--- src/rtl/i2c_codec_responder_if.sv ---
`default_nettype none
// ============================================================================
// Module   : i2c_codec_responder_if
// Purpose  : SCL/SDA bus bundle between an I2C master and the codec responder.
// Revision : 1.0
// ============================================================================
interface i2c_codec_responder_if;
    logic i_scl;
    logic i_sda;
    logic o_sda_oen;

    modport master (output i_scl, output i_sda, input o_sda_oen);
    modport slave  (input i_scl, input i_sda, output o_sda_oen);
endinterface
`default_nettype wire

--- src/rtl/i2c_codec_responder.sv ---
`default_nettype none
// ============================================================================
// Module   : i2c_codec_responder
// Purpose  : WM8731-style write-only I2C target with a 16 x 9-bit register
//            file. Optional SCL/SDA majority glitch filter: I2C_GLITCH_FILTER_EN.
// Revision : 1.0
// ============================================================================
module i2c_codec_responder #(
    parameter logic [6:0] DEV_ADDR = 7'h1A,
    parameter int         CNT_W    = 8
) (
    input  wire logic               i_clk,
    input  wire logic               i_rst,
    i2c_codec_responder_if.slave    bus,
    output logic                    o_reg_wr,
    output logic [6:0]              o_reg_addr,
    output logic [8:0]              o_reg_data,
    input  wire logic [3:0]         i_rd_addr,
    output logic [8:0]              o_rd_data,
    output logic                    o_frame_err,
    output logic [CNT_W-1:0]        o_write_count
);

    typedef enum logic [2:0] {
        IDLE   = 3'd0,
        ADDR   = 3'd1,
        ACK_A  = 3'd2,
        BYTE1  = 3'd3,
        ACK_1  = 3'd4,
        BYTE2  = 3'd5,
        ACK_2  = 3'd6,
        IGNORE = 3'd7
    } state_t;

    localparam logic [CNT_W-1:0] CNT_ONE = {{(CNT_W-1){1'b0}}, 1'b1};
    localparam logic [7:0]       ADDR_WR = {DEV_ADDR, 1'b0};

    // Synchronizers reset to the idle bus level so reset release is not an edge.
    logic [1:0] scl_sync_q;
    logic [1:0] sda_sync_q;
    logic       scl_w;
    logic       sda_w;

    always_ff @(posedge i_clk or posedge i_rst) begin
        if (i_rst) begin
            scl_sync_q <= 2'b11;
            sda_sync_q <= 2'b11;
        end else begin
            scl_sync_q <= {scl_sync_q[0], bus.i_scl};
            sda_sync_q <= {sda_sync_q[0], bus.i_sda};
        end
    end

`ifdef I2C_GLITCH_FILTER_EN
    logic [1:0] scl_tap_q;
    logic [1:0] sda_tap_q;
    logic       scl_flt_q;
    logic       sda_flt_q;

    function automatic logic maj3(input logic a, input logic b, input logic c);
        return (a & b) | (a & c) | (b & c);
    endfunction

    always_ff @(posedge i_clk or posedge i_rst) begin
        if (i_rst) begin
            scl_tap_q <= 2'b11;
            sda_tap_q <= 2'b11;
            scl_flt_q <= 1'b1;
            sda_flt_q <= 1'b1;
        end else begin
            scl_tap_q <= {scl_tap_q[0], scl_sync_q[1]};
            sda_tap_q <= {sda_tap_q[0], sda_sync_q[1]};
            scl_flt_q <= maj3(scl_sync_q[1], scl_tap_q[0], scl_tap_q[1]);
            sda_flt_q <= maj3(sda_sync_q[1], sda_tap_q[0], sda_tap_q[1]);
        end
    end

    assign scl_w = scl_flt_q;
    assign sda_w = sda_flt_q;
`else
    assign scl_w = scl_sync_q[1];
    assign sda_w = sda_sync_q[1];
`endif

    logic scl_prev_q;
    logic sda_prev_q;

    always_ff @(posedge i_clk or posedge i_rst) begin
        if (i_rst) begin
            scl_prev_q <= 1'b1;
            sda_prev_q <= 1'b1;
        end else begin
            scl_prev_q <= scl_w;
            sda_prev_q <= sda_w;
        end
    end

    logic scl_rise;
    logic scl_fall;
    logic bus_start;
    logic bus_stop;

    // SCL must be high on both sides of the SDA edge to count as START/STOP.
    assign scl_rise  =  scl_w & ~scl_prev_q;
    assign scl_fall  = ~scl_w &  scl_prev_q;
    assign bus_start =  scl_w &  scl_prev_q &  sda_prev_q & ~sda_w;
    assign bus_stop  =  scl_w &  scl_prev_q & ~sda_prev_q &  sda_w;

    state_t           state_q;
    logic [2:0]       bit_cnt_q;
    logic [6:0]       shift_q;
    logic [7:0]       byte1_q;
    logic             ack_drive_q;
    logic             sda_oen_q;
    logic             reg_wr_q;
    logic [6:0]       reg_addr_q;
    logic [8:0]       reg_data_q;
    logic             frame_err_q;
    logic [CNT_W-1:0] wr_cnt_q;
    logic [8:0]       regfile_q [16];

    logic [7:0]       byte_d;
    logic [6:0]       reg_d;
    logic [8:0]       data_d;
    logic             last_bit;
    logic             in_frame;

    assign byte_d   = {shift_q, sda_w};
    assign reg_d    = byte1_q[7:1];
    assign data_d   = {byte1_q[0], byte_d};
    assign last_bit = (bit_cnt_q == 3'd7);
    // Before the commit, losing the bus means a half-written register.
    assign in_frame = (state_q == ADDR)  || (state_q == ACK_A) ||
                      (state_q == BYTE1) || (state_q == ACK_1) ||
                      (state_q == BYTE2);

    always_ff @(posedge i_clk or posedge i_rst) begin
        if (i_rst) begin
            state_q     <= IDLE;
            bit_cnt_q   <= 3'd0;
            shift_q     <= 7'd0;
            byte1_q     <= 8'd0;
            ack_drive_q <= 1'b0;
            sda_oen_q   <= 1'b0;
            reg_wr_q    <= 1'b0;
            reg_addr_q  <= 7'd0;
            reg_data_q  <= 9'd0;
            frame_err_q <= 1'b0;
            wr_cnt_q    <= '0;
            for (int i = 0; i < 16; i++) begin
                regfile_q[i] <= 9'd0;
            end
        end else begin
            reg_wr_q    <= 1'b0;
            frame_err_q <= 1'b0;

            if (bus_start || bus_stop) begin
                sda_oen_q   <= 1'b0;
                ack_drive_q <= 1'b0;
                bit_cnt_q   <= 3'd0;
                if (in_frame) begin
                    frame_err_q <= 1'b1;
                end
                state_q <= bus_start ? ADDR : IDLE;
            end else begin
                case (state_q)
                    ADDR, BYTE1, BYTE2: begin
                        if (scl_rise) begin
                            shift_q   <= byte_d[6:0];
                            bit_cnt_q <= bit_cnt_q + 3'd1;
                            if (last_bit) begin
                                if (state_q == ADDR) begin
                                    state_q <= (byte_d == ADDR_WR) ? ACK_A : IGNORE;
                                end else if (state_q == BYTE1) begin
                                    byte1_q <= byte_d;
                                    state_q <= ACK_1;
                                end else begin
                                    state_q    <= ACK_2;
                                    reg_wr_q   <= 1'b1;
                                    reg_addr_q <= reg_d;
                                    reg_data_q <= data_d;
                                    if (wr_cnt_q != {CNT_W{1'b1}}) begin
                                        wr_cnt_q <= wr_cnt_q + CNT_ONE;
                                    end
                                    // Register 0x0F is the codec reset: wipe, then store.
                                    if (reg_d == 7'h0F) begin
                                        for (int i = 0; i < 16; i++) begin
                                            regfile_q[i] <= 9'd0;
                                        end
                                        regfile_q[15] <= data_d;
                                    end else if (reg_d[6:4] == 3'b000) begin
                                        regfile_q[reg_d[3:0]] <= data_d;
                                    end else begin
                                        frame_err_q <= 1'b1;
                                    end
                                end
                            end
                        end
                    end
                    ACK_A, ACK_1, ACK_2: begin
                        if (scl_fall) begin
                            if (!ack_drive_q) begin
                                ack_drive_q <= 1'b1;
                                sda_oen_q   <= 1'b1;
                            end else begin
                                ack_drive_q <= 1'b0;
                                sda_oen_q   <= 1'b0;
                                bit_cnt_q   <= 3'd0;
                                case (state_q)
                                    ACK_A:   state_q <= BYTE1;
                                    ACK_1:   state_q <= BYTE2;
                                    default: state_q <= IGNORE;
                                endcase
                            end
                        end
                    end
                    default: begin
                    end
                endcase
            end
        end
    end

    assign bus.o_sda_oen = sda_oen_q;
    assign o_reg_wr      = reg_wr_q;
    assign o_reg_addr    = reg_addr_q;
    assign o_reg_data    = reg_data_q;
    assign o_rd_data     = regfile_q[i_rd_addr];
    assign o_frame_err   = frame_err_q;
    assign o_write_count = wr_cnt_q;

endmodule
`default_nettype wire

--- src/flat_wrapper.sv ---
// flat-port wrapper written by rule: the top's interface ports become plain ports
module i2c_codec_responder_flat 
#(
    parameter logic [6:0] DEV_ADDR = 7'h1A,
    parameter int         CNT_W    = 8
)
  (i_clk, i_rst, o_reg_wr, o_reg_addr, o_reg_data, i_rd_addr, o_rd_data, o_frame_err, o_write_count, bus_i_scl, bus_i_sda, bus_o_sda_oen);
  i2c_codec_responder_if bus_i ();
  input  wire logic i_clk;
  input  wire logic i_rst;
  output logic o_reg_wr;
  output logic [6:0] o_reg_addr;
  output logic [8:0] o_reg_data;
  input  wire logic [3:0] i_rd_addr;
  output logic [8:0] o_rd_data;
  output logic o_frame_err;
  output logic [CNT_W-1:0] o_write_count;
  input wire logic [$bits(bus_i.i_scl)-1:0] bus_i_scl;
  input wire logic [$bits(bus_i.i_sda)-1:0] bus_i_sda;
  output wire logic [$bits(bus_i.o_sda_oen)-1:0] bus_o_sda_oen;
  assign bus_i.i_scl = bus_i_scl;
  assign bus_i.i_sda = bus_i_sda;
  assign bus_o_sda_oen = bus_i.o_sda_oen;
  i2c_codec_responder #(.DEV_ADDR(DEV_ADDR), .CNT_W(CNT_W)) u_core (.i_clk(i_clk), .i_rst(i_rst), .bus(bus_i), .o_reg_wr(o_reg_wr), .o_reg_addr(o_reg_addr), .o_reg_data(o_reg_data), .i_rd_addr(i_rd_addr), .o_rd_data(o_rd_data), .o_frame_err(o_frame_err), .o_write_count(o_write_count));
endmodule
--- config.mk ---
export PLATFORM = sky130hd
export DESIGN_NAME = i2c_codec_responder_flat
export DESIGN_NICKNAME = d
export VERILOG_FILES = /design/src/rtl/i2c_codec_responder_if.sv /design/src/rtl/i2c_codec_responder.sv /design/src/flat_wrapper.sv
export SDC_FILE = /design/constraint.sdc
export NUM_CORES = 1
export LEC_CHECK = 0
export ABC_AREA = 1
export CAP_MARGIN = 20
export CORE_MARGIN = 2
export CORE_UTILIZATION = 25
export CTS_CLUSTER_SIZE = 16
export DETAILED_ROUTE_END_ITERATION = 16
export GPL_ROUTABILITY_DRIVEN = 1
export GPL_TIMING_DRIVEN = 0
export SETUP_SLACK_MARGIN = 0.2
export SLEW_MARGIN = 15
export SYNTH_ARGS = -nofsm -noshare
export SYNTH_HDL_FRONTEND = slang
export SYNTH_SLANG_ARGS = --single-unit
--- constraint.sdc ---
create_clock -name i_clk -period 8.3 [get_ports i_clk]
set_clock_uncertainty 0.2 [all_clocks]
set_input_delay 1.66 -clock i_clk [delete_from_list [all_inputs] [get_ports i_clk]]
set_output_delay 1.66 -clock i_clk [all_outputs]
set_load 0.01 [all_outputs]
* Word level (Yosys, flattened, before mapping)
Cells that the tools add are included.
** Storage, ports and cells
- Output and inout bits :: 36
- RAM bits :: 0
- Memory bits (read-only) :: 0
- Register bits :: 198
- Bits in latches :: 0
- Memories :: 0
- Word-level logic and storage cells :: 129
- Input bits :: 8
** Operators by class
- $add $sub $neg :: 2
- Bitwise operators :: 16
- Reductions and logical operators :: 21
- Div/mod/pow operators :: 0
- $lt $le $gt $ge :: 3
- Equal/unequal tests :: 14
- Mux-type cells :: 43
- Shift operators :: 0
- Multipliers :: 0
** Operators by type and width (number)
- $mux 144 :: 2
- $bwmux 144 :: 1
- $bmux 9 s4 :: 1
- $demux 9 s4 :: 1
- $mux 3 :: 11
- $mux 9 :: 3
- $mux 1 :: 20
- $pmux 3 s2 :: 3
- $reduce_and 7->1 :: 2
- $eq 3x3->1 const B :: 4
- $ne 3x1->1 const B :: 4
- $reduce_and 6->1 :: 2
- $ge 5x5->1 const B :: 2
- $not 4->5 :: 2
- $add 8x1->8 const B :: 1
- $eq 8x6->1 const B :: 1
- $ne 8x8->1 const B :: 1
- $and 1x1->1 :: 7
- $eq 7x4->1 const B :: 1
- $not 1->1 :: 7
- $eq 3x2->1 const B :: 2
- $reduce_bool 2->1 :: 3
- $reduce_or 3->1 :: 2
- $logic_or 1x1->1 :: 5
- other kinds (11) :: 11

* Depth between registers and ports, before layout
Gate-level depths: netlist (run 1).
- Word-level depth :: 9
- Depth in mapped cells :: 11
- Mapped depth without buffers :: 11

* Least setup slack after synthesis (run 1)
Ideal clock, no wire load.
- Path type :: input to output
- Start :: input port i_rd_addr[0]
- End :: output port o_rd_data[0]
- Buffers on the path :: 3
- Cell stages on the path :: 8
- Data required time :: 6440 ps
- Arrival :: 2662 ps
- Slack :: 3778 ps
- Cell sequence :: buf_2 -> buf_2 -> buf_1 -> nand2_1 -> o211ai_1 -> nand3_1 -> nand3_1 -> nand2_1
** On the way
- Word-level cells in the longest chain between the ends :: 4
** RTL lines
- start, declared :: line flat_wrapper.sv:14 : input wire logic [3:0] i_rd_addr;
- $not 4->5 (implied by the code) :: line i2c_codec_responder.sv:228 : assign o_rd_data = regfile_q[i_rd_addr];
- $bmux 9 s4 :: line i2c_codec_responder.sv:228
- $mux 9 (implied by the code) (2 in a row) :: line i2c_codec_responder.sv:228
- end, declared :: line flat_wrapper.sv:15 : output logic [8:0] o_rd_data;
No other way between the ends. The select of a mux whose other input is x is not followed.

* Worst setup path after layout (run 1)
- Start :: input port i_rd_addr[0]
- End :: output port o_rd_data[6]
The elaborated chain is that of the path after synthesis.

==> results of run 1 <==
[cells in the mapped netlist, types with 13 or more instances]
| master | number | share of area |
|---|---|---|
| o21ai_0 | 113 | 0.061 |
| nor2_1 | 37 | 0.015 |
| nand2_1 | 288 | 0.12 |
| nand3_1 | 74 | 0.040 |
| o21ai_1 | 103 | 0.056 |
| o211ai_1 | 36 | 0.029 |
| clkbuf_1 | 26 | 0.011 |
| inv_1 | 119 | 0.048 |
| buf_2 | 13 | 0.0070 |
| a21oi_1 | 39 | 0.021 |
| dfrtp_1 | 192 | 0.52 |
[state kept, by name, indices dropped and copies added, names as in the netlist]
name,count
u_core.regfile_q,144
u_core.o_reg_data,9
u_core.byte1_q,8
u_core.o_write_count,8
u_core.o_reg_addr,7
u_core.shift_q,7
u_core.bit_cnt_q,3
u_core.state_q,3
u_core.scl_sync_q,2
u_core.sda_sync_q,2
u_core.ack_drive_q,1
u_core.o_frame_err,1
u_core.o_reg_wr,1
u_core.scl_prev_q,1
u_core.sda_prev_q,1
[per-layer routing]
metal  share of wire  GRT usage  vias up  wire length [um]
met1            0.47      0.213     3760             13500
met5               0          0        -                 0
met4           0.027     0.0527        0               780
met3           0.059     0.0383       35              1680
met2            0.44      0.226      222             12600
li1                -          -     3745                 -
[report_power, final]
group	switching, uW	internal (uW)	leakage (uW)	total, uW
clock network	403	432	0.000288	835
registers	25.9	997	0.00273	1020
logic	196	89.9	0.00152	286
total	625	1520	0.00454	2140
[through the flow]
stage / instances / power, uW
floorplan: 1106 / 1230
global placement: 1613 / 1320
detailed placement: 1615 / 1330
CTS: 1646 / 2160
global route: 1646 / 2240
finish: 1646 / 2140
[layout make-up]
type                    count  area share
inverters                 124      0.0435
repair buffers             41      0.0409
clock inverters            13      0.0130
well taps                 468      0.0538
plain buffers              50      0.0238
flip-flops and latches    198       0.456
multi-input cells         734       0.328
clock buffers              18      0.0404
[cell families (layout without fill, tap and decap cells)]
kind of cell               after synthesis  in the layout
xor gates and xnor gates                 2              2
adders and majority gates                3              3
and+or+nand+nor                        421            421
buffers and inverters                  174            246
DFF                                    198            198
AOI/OAI and AO/OA                      308            308
[how the worst max path moves through the flow]
stage | to | slack, ps | cells past startpoint
6_report | o_rd_data[6] | 2510 | 8
3_5_place_dp | o_rd_data[5] | 2560 | 8
2_1_floorplan | u_core.ack_drive_q$_DFFE_PP0P_ | 1050 | 1
3_3_place_gp | u_core.regfile_q[64]$_DFFE_PP0P_ | -1700 | 2
5_1_grt | o_rd_data[6] | 2460 | 8
4_1_cts | o_rd_data[5] | 2550 | 8
[critical path, cell delays in order]
cell             delay, ps
buf_2                  230
buf_2                  280
buf_1                  480
o211ai_1               230
nand3_1                220
nand3_1                110
nand2_1                160
clkdlybuf4s50_1        560
==> reports/summary.txt, run 1 <==
Final Hold Viols: 0
port bufs: 39
Routed wire per std cell: 17.4 um
total grt overflow: 0
fmax: 173 MHz
setup TNS: 0 ps
CP arrival: 3930 ps
Final WS setup: 2510 ps
Die Ht: 196 um
Antenna Nets Post-Route: 0
post_cts resized: 0
min Tclk post-route: 5790 ps
Core ar.: 0.0365 mm2
worst setup path start: i_rd_addr[0]
max cap viols: 0
XOR/XNOR Fraction of Synth Area: 0.00189
Pre-antenna DRT Iters: 5
RSZ-0062 raised after global routing: no
wirelength, routed: 28.6 mm
Die Span X: 196 um
Initial Util: 0.254
Synth Instances: 1106
Cell Pwr Density: 197 mW/mm2
critical path class: input pin to output pin
fin crit share: 0.698
sequential cell area fraction in the yosys report: 0.536
area post-placement: 0.0103 mm2
number of fill cells: 3864
initial antenna violation count: 0
Synthesis Warnings: 0
DRT iter0 DRCs: 736
CTS Buf Count: 17
static leakage: 0.00454 uW
fraction of the mapped netlist area in compound gates: 0.188
H-tree depth: 4
hold_sp: u_core.scl_sync_q[0]$_DFF_PP1_
Startpoint Class: input pin
Hold Crit Depth: 0
post-synthesis register bit count: 198
Setup Viol. Count Final: 0
Hold WC Path Type: flip-flop to flip-flop
first-pass GRT wire length: 44.4 mm
# diodes: 0
worst path required time: 6440 ps
most frequent cells in the layout: nand2_1 (288), dfrtp_1 (192), inv_1 (118)
Unique masters post-synth: 34
later-pin clock latency in the skew report: 440 ps
Avg Inst Size Synth: 8.37 um2
Clock Sink Count: 198
Final Wtd Congestion: 0.941
largest family of logic cells by synthesized area: simple AND/OR/NAND/NOR gates
fraction of synthesized area in multiplexers: 0
Slew HR: 0.496
nets@finish: 1177
Multi-input gate area: 0.00357 mm2
post-synthesis simple-gate area fraction: 0.192
Post-Place Setup Slack: 2560 ps
CP Capture Type: output pin
Worst Path Max Fanout: 10
outcome: finished, final reports clean
commonest non-fill, non-tap cell in the layout: nand2_1
io pins: 44
area delta synth->final: 17.5%
drt drc: 0
worst hold-check slack: 156 ps
sequential cell area: 0.00496 mm2
DPL Wire Length: 20.0 mm
Post-synth ARST share: 1.00
largest net degree at the start of global routing: 78
Mapped Area: 0.00926 mm2
worst r2r src: u_core.byte1_q[3]$_DFFE_PP0P_
vias after detailed routing: 7762
CTS tree: yes
DR vias/cell: 4.72
CTS root buf: clkbuf_16
R2R depth: 7
flop-to-flop setup slack: 5610 ps
Setup Buffers After CTS: 0
layout cell share with drive strength beyond 1: 0.0798
clock-pin slew on the worst setup and hold paths: 70 ps
final instance area: 0.0109 mm2
Most used DFF post-synth: dfrtp_1
vias in the first global route: 7480
Worst Hold End: u_core.scl_sync_q[1]$_DFF_PP1_
peak supply drop: 0.146 mV
fin util: 0.298
die area: 0.0386 mm2
Slew @ Worst Pin: 756 ps
max-slew violations: 0
reg2reg end: u_core.regfile_q[116]$_DFFE_PP0P_
Post-CTS Hold Fix Bufs: 0
adder-cell share of the synthesized area: 0.00405
Rows: 70
CTS max path bufs: 2
syn nets: 1117
GRT Resource Usage Total: 0.152
EDFF count, synth: 0
Power figures use the tool's default switching activity.
==> run 2, diff against run 1 <==
Clock period 8.3 ns to 4.97 ns, I/O delays scaled along.
==> reports/summary.txt, run 2 (same netlist as run 1, synthesis figures left out) <==
worst hold-check slack: 156 ps (about the same)
most flop-heavy register: u_core.regfile_q (unchanged)
hold_sp: u_core.scl_sync_q[0]$_DFF_PP1_ (unchanged)
most frequent cells in the layout: nand2_1 (288), dfrtp_1 (192), inv_1 (118) (unchanged)
Clock Sink Count: 198 (unchanged)
worst path required time: 3780 ps (was 6440 ps)
Slew HR: 0.559 (was 0.496)
Core ar.: 0.0365 mm2 (unchanged)
critical path class: input pin to output pin (unchanged)
Worst Path Max Fanout: 10 (unchanged)
total grt overflow: 0 (unchanged)
fin crit share: 0.887
total power: 3650 uW (was 2140 uW)
Initial Util: 0.254 (unchanged)
CP Capture Type: output pin (unchanged)
DPL Wire Length: 20.5 mm (was 20.0 mm)
Hold WC Path Type: flip-flop to flip-flop (unchanged)
Pre-antenna DRT Iters: 5 (unchanged)
drt drc: 0 (unchanged)
die area: 0.0386 mm2 (unchanged)
flop-to-flop setup slack: 2340 ps (was 5610 ps)
Final Hold Viols: 0 (unchanged)
Startpoint Class: input pin (unchanged)
port bufs: 39 (unchanged)
Die Span X: 196 um (unchanged)
Die Ht: 196 um (unchanged)
largest net degree at the start of global routing: 37 (was 78)
static leakage: 0.00457 uW (was 0.00454 uW)
R2R depth: 7 (unchanged)
wirelength, routed: 28.9 mm (was 28.6 mm)
layout cell share with drive strength beyond 1: 0.0837 (was 0.0798)
max-slew violations: 0 (unchanged)
Slew @ Worst Pin: 661 ps (was 756 ps)
later-pin clock latency in the skew report: 450 ps (was 440 ps)
Rows: 70 (unchanged)
peak supply drop: 0.236 mV (was 0.146 mV)
CTS tree: yes (unchanged)
min Tclk post-route: 4410 ps
number of fill cells: 3879 (was 3864)
Setup Buffers After CTS: 0 (unchanged)
CP Capture Point: o_rd_data[5] (was o_rd_data[6])
fmax: 227 MHz
Largest register FFs: 144 (unchanged)
first-pass GRT wire length: 45.4 mm (was 44.4 mm)
worst r2r src: u_core.byte1_q[3]$_DFFE_PP0P_ (unchanged)
worst setup path start: i_rd_addr[0] (unchanged)
io pins: 44 (unchanged)
CTS root buf: clkbuf_16 (unchanged)
DR vias/cell: 4.80 (was 4.72)
Antenna Nets Post-Route: 0 (unchanged)
Hold Crit Depth: 0 (unchanged)
RSZ-0062 raised after global routing: no (unchanged)
Setup Viol. Count Final: 0 (unchanged)
area delta synth->final: 18.5% (was 17.5%)
GRT Resource Usage Total: 0.154 (was 0.152)
Cell Pwr Density: 333 mW/mm2 (was 197 mW/mm2)
CTS max path bufs: 2 (unchanged)
Final Wtd Congestion: 0.928 (was 0.941)
max cap viols: 0 (unchanged)
Post-CTS Hold Fix Bufs: 0 (unchanged)
vias after detailed routing: 7918 (was 7762)
outcome: finished, final reports clean (unchanged)
CP arrival: 3220 ps (was 3930 ps)
post_cts resized: 0 (unchanged)
initial antenna violation count: 0 (unchanged)
H-tree depth: 4 (unchanged)
DRT iter0 DRCs: 824 (was 736)
# diodes: 0 (unchanged)
vias in the first global route: 7720 (was 7480)
nets@finish: 1181 (was 1177)
reg2reg end: u_core.regfile_q[116]$_DFFE_PP0P_ (unchanged)
clock-pin slew on the worst setup and hold paths: 70 ps (about the same)
CTS Buf Count: 17 (unchanged)
Routed wire per std cell: 17.5 um (was 17.4 um)
commonest non-fill, non-tap cell in the layout: nand2_1 (unchanged)
[run 2: changes by cell type in the layout (fill, tap and decap cells not counted), sizes merged]
cell / before / now
bufinv: 1 / 2
clkinvlp: 0 / 3
clkinv: 10 / 7
buf: 26 / 30
[run 2: cell type report]
class / count / area, um2 / share of cell area
tap: 468 / 586 / 0.0534
clock buffer: 18 / 439 / 0.0400
sequential: 198 / 4960 / 0.452
timing repair buffer: 45 / 518 / 0.0472
multi-input combinational: 734 / 3570 / 0.326
clock inverter: 14 / 163 / 0.0148
inverter: 124 / 469 / 0.0428
buffer: 50 / 259 / 0.0236
[run 2: critical path: stages]
cell             delay, ps
buf_2                  220
buf_2                  280
buf_1                  460
o211ai_1               240
nand3_1                210
nand3_1                100
nand2_1                140
clkdlybuf4s50_1        550
[run 2: how the worst min path moves through the flow]
stage                                           endpoint
after global routing      u_core.scl_sync_q[1]$_DFF_PP1_
after detailed placement  u_core.scl_sync_q[1]$_DFF_PP1_
after CTS                 u_core.scl_sync_q[1]$_DFF_PP1_
after global placement    u_core.scl_sync_q[1]$_DFF_PP1_
after floorplan           u_core.scl_sync_q[1]$_DFF_PP1_
final                     u_core.scl_sync_q[1]$_DFF_PP1_
[run 2: metal layers]
metal	GRT usage	wire length [um]
met5	0	0
met4	0.0575	859
met3	0.0356	2090
met2	0.228	12400
met1	0.220	13600
[run 2: through the flow]
step	utilization	std cells	setup TNS, ps	worst slack [ps]	instance area [um2]
detailed placement	0.284	1619	0	583	10400
global placement	0.280	1613	-80230	-430	10200
finish	0.300	1651	0	560	11000
CTS	0.300	1651	0	573	11000
floorplan	-	1106	0	1220	9260
global route	0.300	1651	0	494	11000
[run 2: power breakdown]
| group | leakage [uW] | switching, uW | total, uW | internal [uW] |
|---|---|---|---|---|
| Combinational | 0.00154 | 334 | 490 | 156 |
| Clock | 0.000291 | 682 | 1450 | 769 |
| Sequential | 0.00273 | 44.1 | 1710 | 1670 |
| Total | 0.00457 | 1060 | 3650 | 2590 |
